$ cat src/rtl/proc_harness_pkg.sv
// Shared types for the processor run/dump harness: FSM state encoding and
// halt cause codes, plus the halt-cause priority selector.
package proc_harness_pkg;

  typedef enum logic [2:0] {
    ST_IDLE     = 3'd0,
    ST_PRERST   = 3'd1,
    ST_RUN      = 3'd2,
    ST_DUMP_REQ = 3'd3,
    ST_DUMP_OUT = 3'd4,
    ST_DONE     = 3'd5
  } state_t;

  localparam logic [1:0] HALT_NONE    = 2'b00;
  localparam logic [1:0] HALT_INSTR_C = 2'b01;
  localparam logic [1:0] HALT_XDET    = 2'b10;
  localparam logic [1:0] HALT_WDOG    = 2'b11;

  // Halt instruction wins over X detection, which wins over the watchdog.
  function automatic logic [1:0] halt_select(input logic instr_hit,
                                             input logic x_hit,
                                             input logic wdog_hit);
    logic [1:0] cause;
    cause = HALT_NONE;
    if (instr_hit)     cause = HALT_INSTR_C;
    else if (x_hit)    cause = HALT_XDET;
    else if (wdog_hit) cause = HALT_WDOG;
    return cause;
  endfunction

endpackage

$ cat src/rtl/run_watchdog.sv
// RUN-cycle counter: cleared at run start, advances while enabled, flags when
// the count sits at MAX_CYCLES-1 (the last RUN cycle allowed).
module run_watchdog #(
  parameter int unsigned CNT_W      = 32,
  parameter int unsigned MAX_CYCLES = 100000
) (
  input  logic             clock,
  input  logic             reset,
  input  logic             clear,
  input  logic             enable,
  output logic [CNT_W-1:0] count,
  output logic             limit
);

  localparam logic [CNT_W-1:0] LIMIT_VAL = CNT_W'(MAX_CYCLES - 1);

  always_ff @(posedge clock or posedge reset) begin
    if (reset) begin
      count <= '0;
    end else if (clear) begin
      count <= '0;
    end else if (enable) begin
      count <= count + 1'b1;
    end
  end

  assign limit = (count == LIMIT_VAL);

endmodule

$ cat src/rtl/proc_run_dump_ctrl.sv
// Run-control and DMEM dump engine: resets the processor, runs it until a halt
// instruction or watchdog expiry, then streams a DMEM window over valid/ready.
// Optional: define HALT_XDETECT_EN to halt on X/Z fetches (cause 10).
//
// Handshake: dump_valid rises with dump_data already stable; a word is
// transferred on any rising edge where dump_valid && dump_ready, and until
// then dump_valid, dump_data and dump_last hold.
module proc_run_dump_ctrl
  import proc_harness_pkg::*;
#(
  parameter int unsigned          ADDR_W       = 32,
  parameter int unsigned          DATA_W       = 32,
  parameter int unsigned          DUMP_BASE    = 8192,
  parameter int unsigned          DUMP_WORDS   = 46,
  parameter logic [DATA_W-1:0]    HALT_INSTR   = 32'hFFFF_FFFF,
  parameter int unsigned          MAX_CYCLES   = 100000,
  parameter int unsigned          RESET_CYCLES = 1,
  parameter int unsigned          CNT_W        = 32
) (
  input  logic              clock,
  input  logic              reset,
  input  logic              start,
  input  logic [DATA_W-1:0] inst,
  input  logic              inst_valid,
  output logic              proc_reset,
  output logic              mem_req,
  output logic [ADDR_W-1:0] mem_addr,
  input  logic [DATA_W-1:0] mem_rdata,
  output logic [DATA_W-1:0] dump_data,
  output logic              dump_valid,
  input  logic              dump_ready,
  output logic              dump_last,
  output logic              done,
  output logic [1:0]        halt_cause,
  output logic [CNT_W-1:0]  cycle_count,
  output logic [2:0]        fsm_state
);

  localparam logic [31:0]       LAST_IDX    = 32'(DUMP_WORDS - 1);
  localparam logic [31:0]       RST_LAST    = 32'(RESET_CYCLES - 1);
  localparam logic [ADDR_W-1:0] BASE_ADDR   = ADDR_W'(DUMP_BASE);
  localparam bit                NO_DUMP     = (DUMP_WORDS == 0);

  state_t      state;
  state_t      state_next;
  logic [31:0] rst_cnt;
  logic [31:0] idx;
  logic        start_ok;
  logic        instr_hit;
  logic        x_hit;
  logic        wdog_hit;
  logic        halt;
  logic        is_last;
  logic [1:0]  cause_sel;

  assign start_ok  = start && ((state == ST_IDLE) || (state == ST_DONE));
  assign instr_hit = inst_valid && (inst == HALT_INSTR);
`ifdef HALT_XDETECT_EN
  assign x_hit     = inst_valid && $isunknown(inst);
`else
  assign x_hit     = 1'b0;
`endif
  assign halt      = (state == ST_RUN) && (instr_hit || x_hit || wdog_hit);
  assign cause_sel = halt_select(instr_hit, x_hit, wdog_hit);
  assign is_last   = (idx == LAST_IDX);

  // The halting cycle itself is not counted, so the count freezes at c.
  run_watchdog #(
    .CNT_W      (CNT_W),
    .MAX_CYCLES (MAX_CYCLES)
  ) u_watchdog (
    .clock  (clock),
    .reset  (reset),
    .clear  (start_ok),
    .enable ((state == ST_RUN) && !halt),
    .count  (cycle_count),
    .limit  (wdog_hit)
  );

  always_ff @(posedge clock or posedge reset) begin
    if (reset) begin
      state <= ST_IDLE;
    end else begin
      state <= state_next;
    end
  end

  always_comb begin
    state_next = state;
    case (state)
      ST_IDLE, ST_DONE: if (start) state_next = ST_PRERST;
      ST_PRERST:        if (rst_cnt == RST_LAST) state_next = ST_RUN;
      ST_RUN:           if (halt) state_next = NO_DUMP ? ST_DONE : ST_DUMP_REQ;
      ST_DUMP_REQ:      state_next = ST_DUMP_OUT;
      ST_DUMP_OUT:      if (dump_ready) state_next = is_last ? ST_DONE : ST_DUMP_REQ;
      default:          state_next = ST_IDLE;
    endcase
  end

  always_comb begin
    proc_reset = (state != ST_RUN);
    mem_req    = (state == ST_DUMP_REQ);
    mem_addr   = '0;
    if (state == ST_DUMP_REQ) begin
      mem_addr = BASE_ADDR + (ADDR_W'(idx) << 2);
    end
    dump_valid = (state == ST_DUMP_OUT);
    dump_last  = (state == ST_DUMP_OUT) && is_last;
    done       = (state == ST_DONE);
    fsm_state  = state;
  end

  always_ff @(posedge clock or posedge reset) begin
    if (reset) begin
      rst_cnt    <= '0;
      idx        <= '0;
      halt_cause <= HALT_NONE;
      dump_data  <= '0;
    end else begin
      if (start_ok) begin
        rst_cnt <= '0;
      end else if (state == ST_PRERST) begin
        rst_cnt <= rst_cnt + 32'd1;
      end

      if (start_ok) begin
        idx <= '0;
      end else if ((state == ST_DUMP_OUT) && dump_ready && !is_last) begin
        idx <= idx + 32'd1;
      end

      if (start_ok) begin
        halt_cause <= HALT_NONE;
      end else if (halt) begin
        halt_cause <= cause_sel;
      end

      // DMEM read data is combinational, so capture it in the request cycle.
      if (state == ST_DUMP_REQ) begin
        dump_data <= mem_rdata;
      end
    end
  end

  a_dump_hold: assert property (@(posedge clock) disable iff (reset)
    (dump_valid && !dump_ready) |=> (dump_valid && $stable(dump_data) && $stable(dump_last)));

endmodule

$ cat config.mk
export PLATFORM = sky130hd
export DESIGN_NAME = proc_run_dump_ctrl
export DESIGN_NICKNAME = d
export VERILOG_FILES = /design/src/rtl/proc_harness_pkg.sv /design/src/rtl/run_watchdog.sv /design/src/rtl/proc_run_dump_ctrl.sv
export SDC_FILE = /design/constraint.sdc
export NUM_CORES = 1
export LEC_CHECK = 0
export ABC_AREA = 1
export BUFFER_PORTS_ARGS = -buffer_cell sky130_fd_sc_hd__buf_2
export CAP_MARGIN = 20
export CORE_UTILIZATION = 35
export CTS_CLUSTER_DIAMETER = 40
export CTS_CLUSTER_SIZE = 24
export DETAILED_ROUTE_END_ITERATION = 8
export SYNTH_ARGS = -nofsm -noshare
export SYNTH_HDL_FRONTEND = slang
export SYNTH_SLANG_ARGS = --single-unit
$ cat constraint.sdc
create_clock -name clock -period 4.9 [get_ports clock]
set_clock_uncertainty 0.2 [all_clocks]
set_input_delay 0.98 -clock clock [delete_from_list [all_inputs] [get_ports clock]]
set_output_delay 0.98 -clock clock [all_outputs]
set_load 0.01 [all_outputs]
* Word-level counts from Yosys, hierarchy flattened
Cells that the tools add are included.
** Word-level totals
- Word-level logic and storage cells :: 59
- Flip-flop bits (word level) :: 133
- Input bits :: 69
- Output and inout port bits :: 106
** Operators by class
- $add $sub $neg :: 4
- Mux-type cells :: 17
- Reduce and logical (&&, ||, !) cells :: 19
- Equal/unequal tests :: 13
** Operators by type and width (count)
- 32-bit two-way mux :: 7
- 32-bit by 1-bit adder with 32-bit output (second input constant) :: 3
- 14-bit by 32-bit adder with 32-bit output (first input constant) :: 1
- 32-bit by 17-bit == test with 1-bit output (second input constant) :: 1
- 32-bit == test (second input constant) :: 1
- 32-bit by 6-bit == test with 1-bit output (second input constant) :: 1
- 32-bit logical NOT :: 1
- 3-bit two-way mux :: 5
- 3-bit case mux with 5 select lines :: 1
- 2-bit two-way mux :: 4
- 2-bit nonzero test :: 4
- 1-bit logical AND :: 7
- 3-bit by 2-bit == test with 1-bit output (second input constant) :: 2
- 3-bit == test (second input constant) :: 2
- 2-bit != test (second input constant) :: 3
- 4-bit AND reduction :: 1
- 3-bit by 1-bit == test with 1-bit output (second input constant) :: 1
- 3-bit logical NOT :: 1
- 3-bit by 2-bit != test with 1-bit output (second input constant) :: 1
- 1-bit logical NOT :: 2
- 1-bit logical OR :: 2
- 2-bit by 1-bit != test with 1-bit output (second input constant) :: 1
- 2-bit OR reduction :: 1

* Depth between registers and ports, before layout
- Word-level depth :: 8
- Mapped depth :: 13
- Mapped depth without buffers :: 12

* Modules after synthesis
A second synthesis with hierarchy kept.
** Second synthesis, totals
- Cells, all modules :: 1281
- Area total of the unflattened synthesis :: 8558.2 sq um
** By module, submodules not included
- proc_run_dump_ctrl :: area an instance 6468.7 sq um, cells an instance 983, sequential area each 2527.4 sq um, instances 1
- run_watchdog :: area an instance 2089.5 sq um, cells an instance 298, sequential area each 800.8 sq um, instances 1

* Worst setup path before layout
No wires, ideal clock.
- Kind :: register to output
- From :: reg state[0], in the netlist fsm_state[0]
- To :: out mem_addr[26]
- Required time :: 3720 ps
- Data arrival time :: 1496 ps
- Slack :: 2224 ps
- Cell stages (with the launch flop) :: 6
- Buffers on the path :: 1
- Cell sequence :: dfrtp_1 inv_2 nor3_4 inv_2 clkbuf_1 nor3_1
** Between the ends
- Cells in the longest elaborated chain, start to end :: 2
** Ends and longest elaborated chain
- start, declared :: line proc_run_dump_ctrl.sv:44 : state_t state;
- start signal, assigned :: line proc_run_dump_ctrl.sv:84 : state <= state_next;
- 3-bit by 2-bit == test with 1-bit output :: line proc_run_dump_ctrl.sv:104 : if (state == ST_DUMP_REQ) begin
- 32-bit two-way mux :: line proc_run_dump_ctrl.sv:104
- end, declared :: line proc_run_dump_ctrl.sv:27 : output logic [ADDR_W-1:0] mem_addr,
Every way passes these cells.

* Worst setup path in the final report
- From :: reg state[0], in the netlist fsm_state[0]
- To :: out mem_addr[27]
The elaborated chain is that of the path after synthesis.

==> flow_summary.ini <==
[run]
drv_cap = 0

[clocking]
ctsHtreeMaxLevel = 4
clockBufferDepth = 2
cts_root_buffer = clkbuf_16
insertion_delay_ns = 0.43
cts_made_buffers = 17
cts_tree = done
cts-resized-gates = 0
clk_pin_slew_ns = 0.07
cts_setup_buffers = 0
hold_buffers = 0
clkSinkCount = 133

[logic_synthesis]
synth_cell_types = 43
ys_ff_latch = 133
synth_edf_count = 0
netlist_area_um2 = 9050
synthTopCellsByArea = dfrtp_1, nand2_1, nor2_1
synthDominantCellAreaShare_pct = 36.8
syn_area_per_cell_um2 = 6.39
async_flop_share_pct = 100
ys.flop_type = dfrtp_1
synthTopCellsByCount = nand2_1, nor2_1, dfrtp_1, inv_1, nand3_1
ys_seq_area_share_pct = 36.8
syn_inst = 1417
yosysMostFrequentCell = nand2_1
yosysTopAreaCell = dfrtp_1
ys_warn_count = 0

[grt]
met2_usage_pct = 35.3
gr-usage-met3_pct = 3.54
met1_usage_pct = 28.5
gr-total-overflow = 0
grt_pass1_vias = 8748
grt_usage_pct = 21.4
antenna_found_initial = 0
busiest_layer = met2
grt_pass1_wl_mm = 45.0
grt_start_max_net_pins = 89

[finish]
stdcell_count = 1915
drive_above_1_share_pct = 15.1
nNetsFinal = 1647
nFillCells = 2729
multi_input_area_um2 = 4930
finish.instance_area_um2 = 10700
area_growth_pct = 17.8
regArea_um2 = 3330
num_antenna_cells = 0

[timing]
slew_viol_final = 0
fin_crit_sh_pct = 72.0
finalSetupViolations = 0
min_period_ns = 3.53
timing.slew.headroom_pct = 45.2
whs_ns = 0.269
rsz0062_at_grt = false
hold_viol = 0
timing.setup.tns_ns = 0
worstMarginPinSlew_ns = 0.821
max_freq_ghz = 0.283
setup_ws_ns = 1.37

[worst_hold_path]
hp-class = reg -> reg

[worst_setup_path]
worstPathRequired_ns = 3.72
worstPathBufferInverterCount = 4
critPathLaunchType = register
worstSetupPathType = reg -> out
crit_slowest_cell = dfrtp_1
critPathTopFamily = buffers and inverters
arrival_ns = 2.35
end_kind = output pin
cpMostUsedCell = inv_2
critical-path-max-stage-delay_ns = 0.48
cp_max_fo = 45
crit_chain = inv_2, nor3_4, buf_4, inv_2, nor3_1, buf_2

[power]
irDropWorstVdd_mv = 0.260
pwr_density_cell_nw_per_um2 = 409
p_leak_nw = 5.17

[detailed_routing]
via_per_inst = 4.85
num_vias = 9286
drc = 0
drt-total-wl_mm = 27.2
firstDrtPassIters = 7
routedWlPerCell_um = 14.2
postRouteAntennaNets = 0
drt_iter0_markers = 713

[place]
pre_cts_ws_ns = 1.83
port-buffer-count = 172
placed_area_um2 = 10000
gp_congestion = 0.938
placed_cells = 1882
hpwl_mm = 19.8

[floorplan]
rows = 58
fp.coreArea_um2 = 25300
die_y_um = 163
initial_core_util_pct = 35.8
die_x_um = 163
dieArea_um2 = 26500
io_pins = 175

[outcome]
run_status = completed
[stage by stage]
step                      util, %  total power [W]
after floorplan                 -          0.00262
after global placement       39.7          0.00297
after detailed placement     39.7          0.00300
after CTS                    42.2          0.00441
after global routing         42.2          0.00464
final                        42.2          0.00436
[state kept, by name, indices dropped and copies added (netlist names)]
signal / cells
idx: 32
u_watchdog.count: 32
halt_cause: 2
rst_cnt: 32
fsm_state: 3
dump_data: 32
[cells in the final DEF (no fill, tap or decap), types with 17 or more instances in the layout]
| cell | count |
|---|---|
| a21oi_1 | 24 |
| buf_2 | 172 |
| clkbuf_16 | 17 |
| dfrtp_1 | 133 |
| inv_1 | 110 |
| nand2_1 | 535 |
| nand3_1 | 94 |
| nand4_1 | 36 |
| nor2_1 | 290 |
| nor3_1 | 29 |
| o21ai_0 | 29 |
| xor2_1 | 20 |
[area by class of cell]
| class | count | share of cell area, % |
|---|---|---|
| inverters | 119 | 4.28 |
| multi-input cells | 1123 | 46.2 |
| clock buffers | 17 | 3.99 |
| repair buffers | 178 | 8.53 |
| flip-flops and latches | 133 | 31.2 |
| clock inverters | 15 | 1.87 |
| well taps | 330 | 3.87 |
[layer usage]
layer,up-vias,routed length [um]
li1,4740,-
met1,4267,12800
met2,248,12500
met3,31,1460
met4,0,427
met5,-,0
[logic make-up after synthesis]
kind of cell               synth area share, %
DFF                                       36.8
xor gates and xnor gates                  2.71
other                                   0.0414
AOI/OAI and AO/OA                         4.51
adders and majority gates                0.829
buffers and inverters                     8.81
and+or+nand+nor                           46.3
[power by group]
part,internal [W],switching (W)
combinational,0.000422,0.00105
sequential,0.00130,0.000189
clock,0.000784,0.000614
total,0.00251,0.00186
[worst min-delay path, cell delays in order, from the launching register on]
cell     delay, ns
dfrtp_1       0.34
nand2_1       0.05
nand2_1       0.04
[path summary, 6_finish.rpt]
check                                         start                   to  slack [ns]  depth (start not counted)
worst min-delay path                   dump_data[7]         dump_data[7]        0.27                          2
min in group asynchronous                     reset         fsm_state[0]        0.51                          2
max in group asynchronous                     reset              idx[28]        3.09                          3
worst max-delay path                   fsm_state[0]         mem_addr[27]        1.37                          6
worst max register to register  u_watchdog.count[0]  u_watchdog.count[2]        2.11                         10
worst min register to register         dump_data[7]         dump_data[7]        0.27                          2
Note: power is estimated with default switching activity, not from simulation.
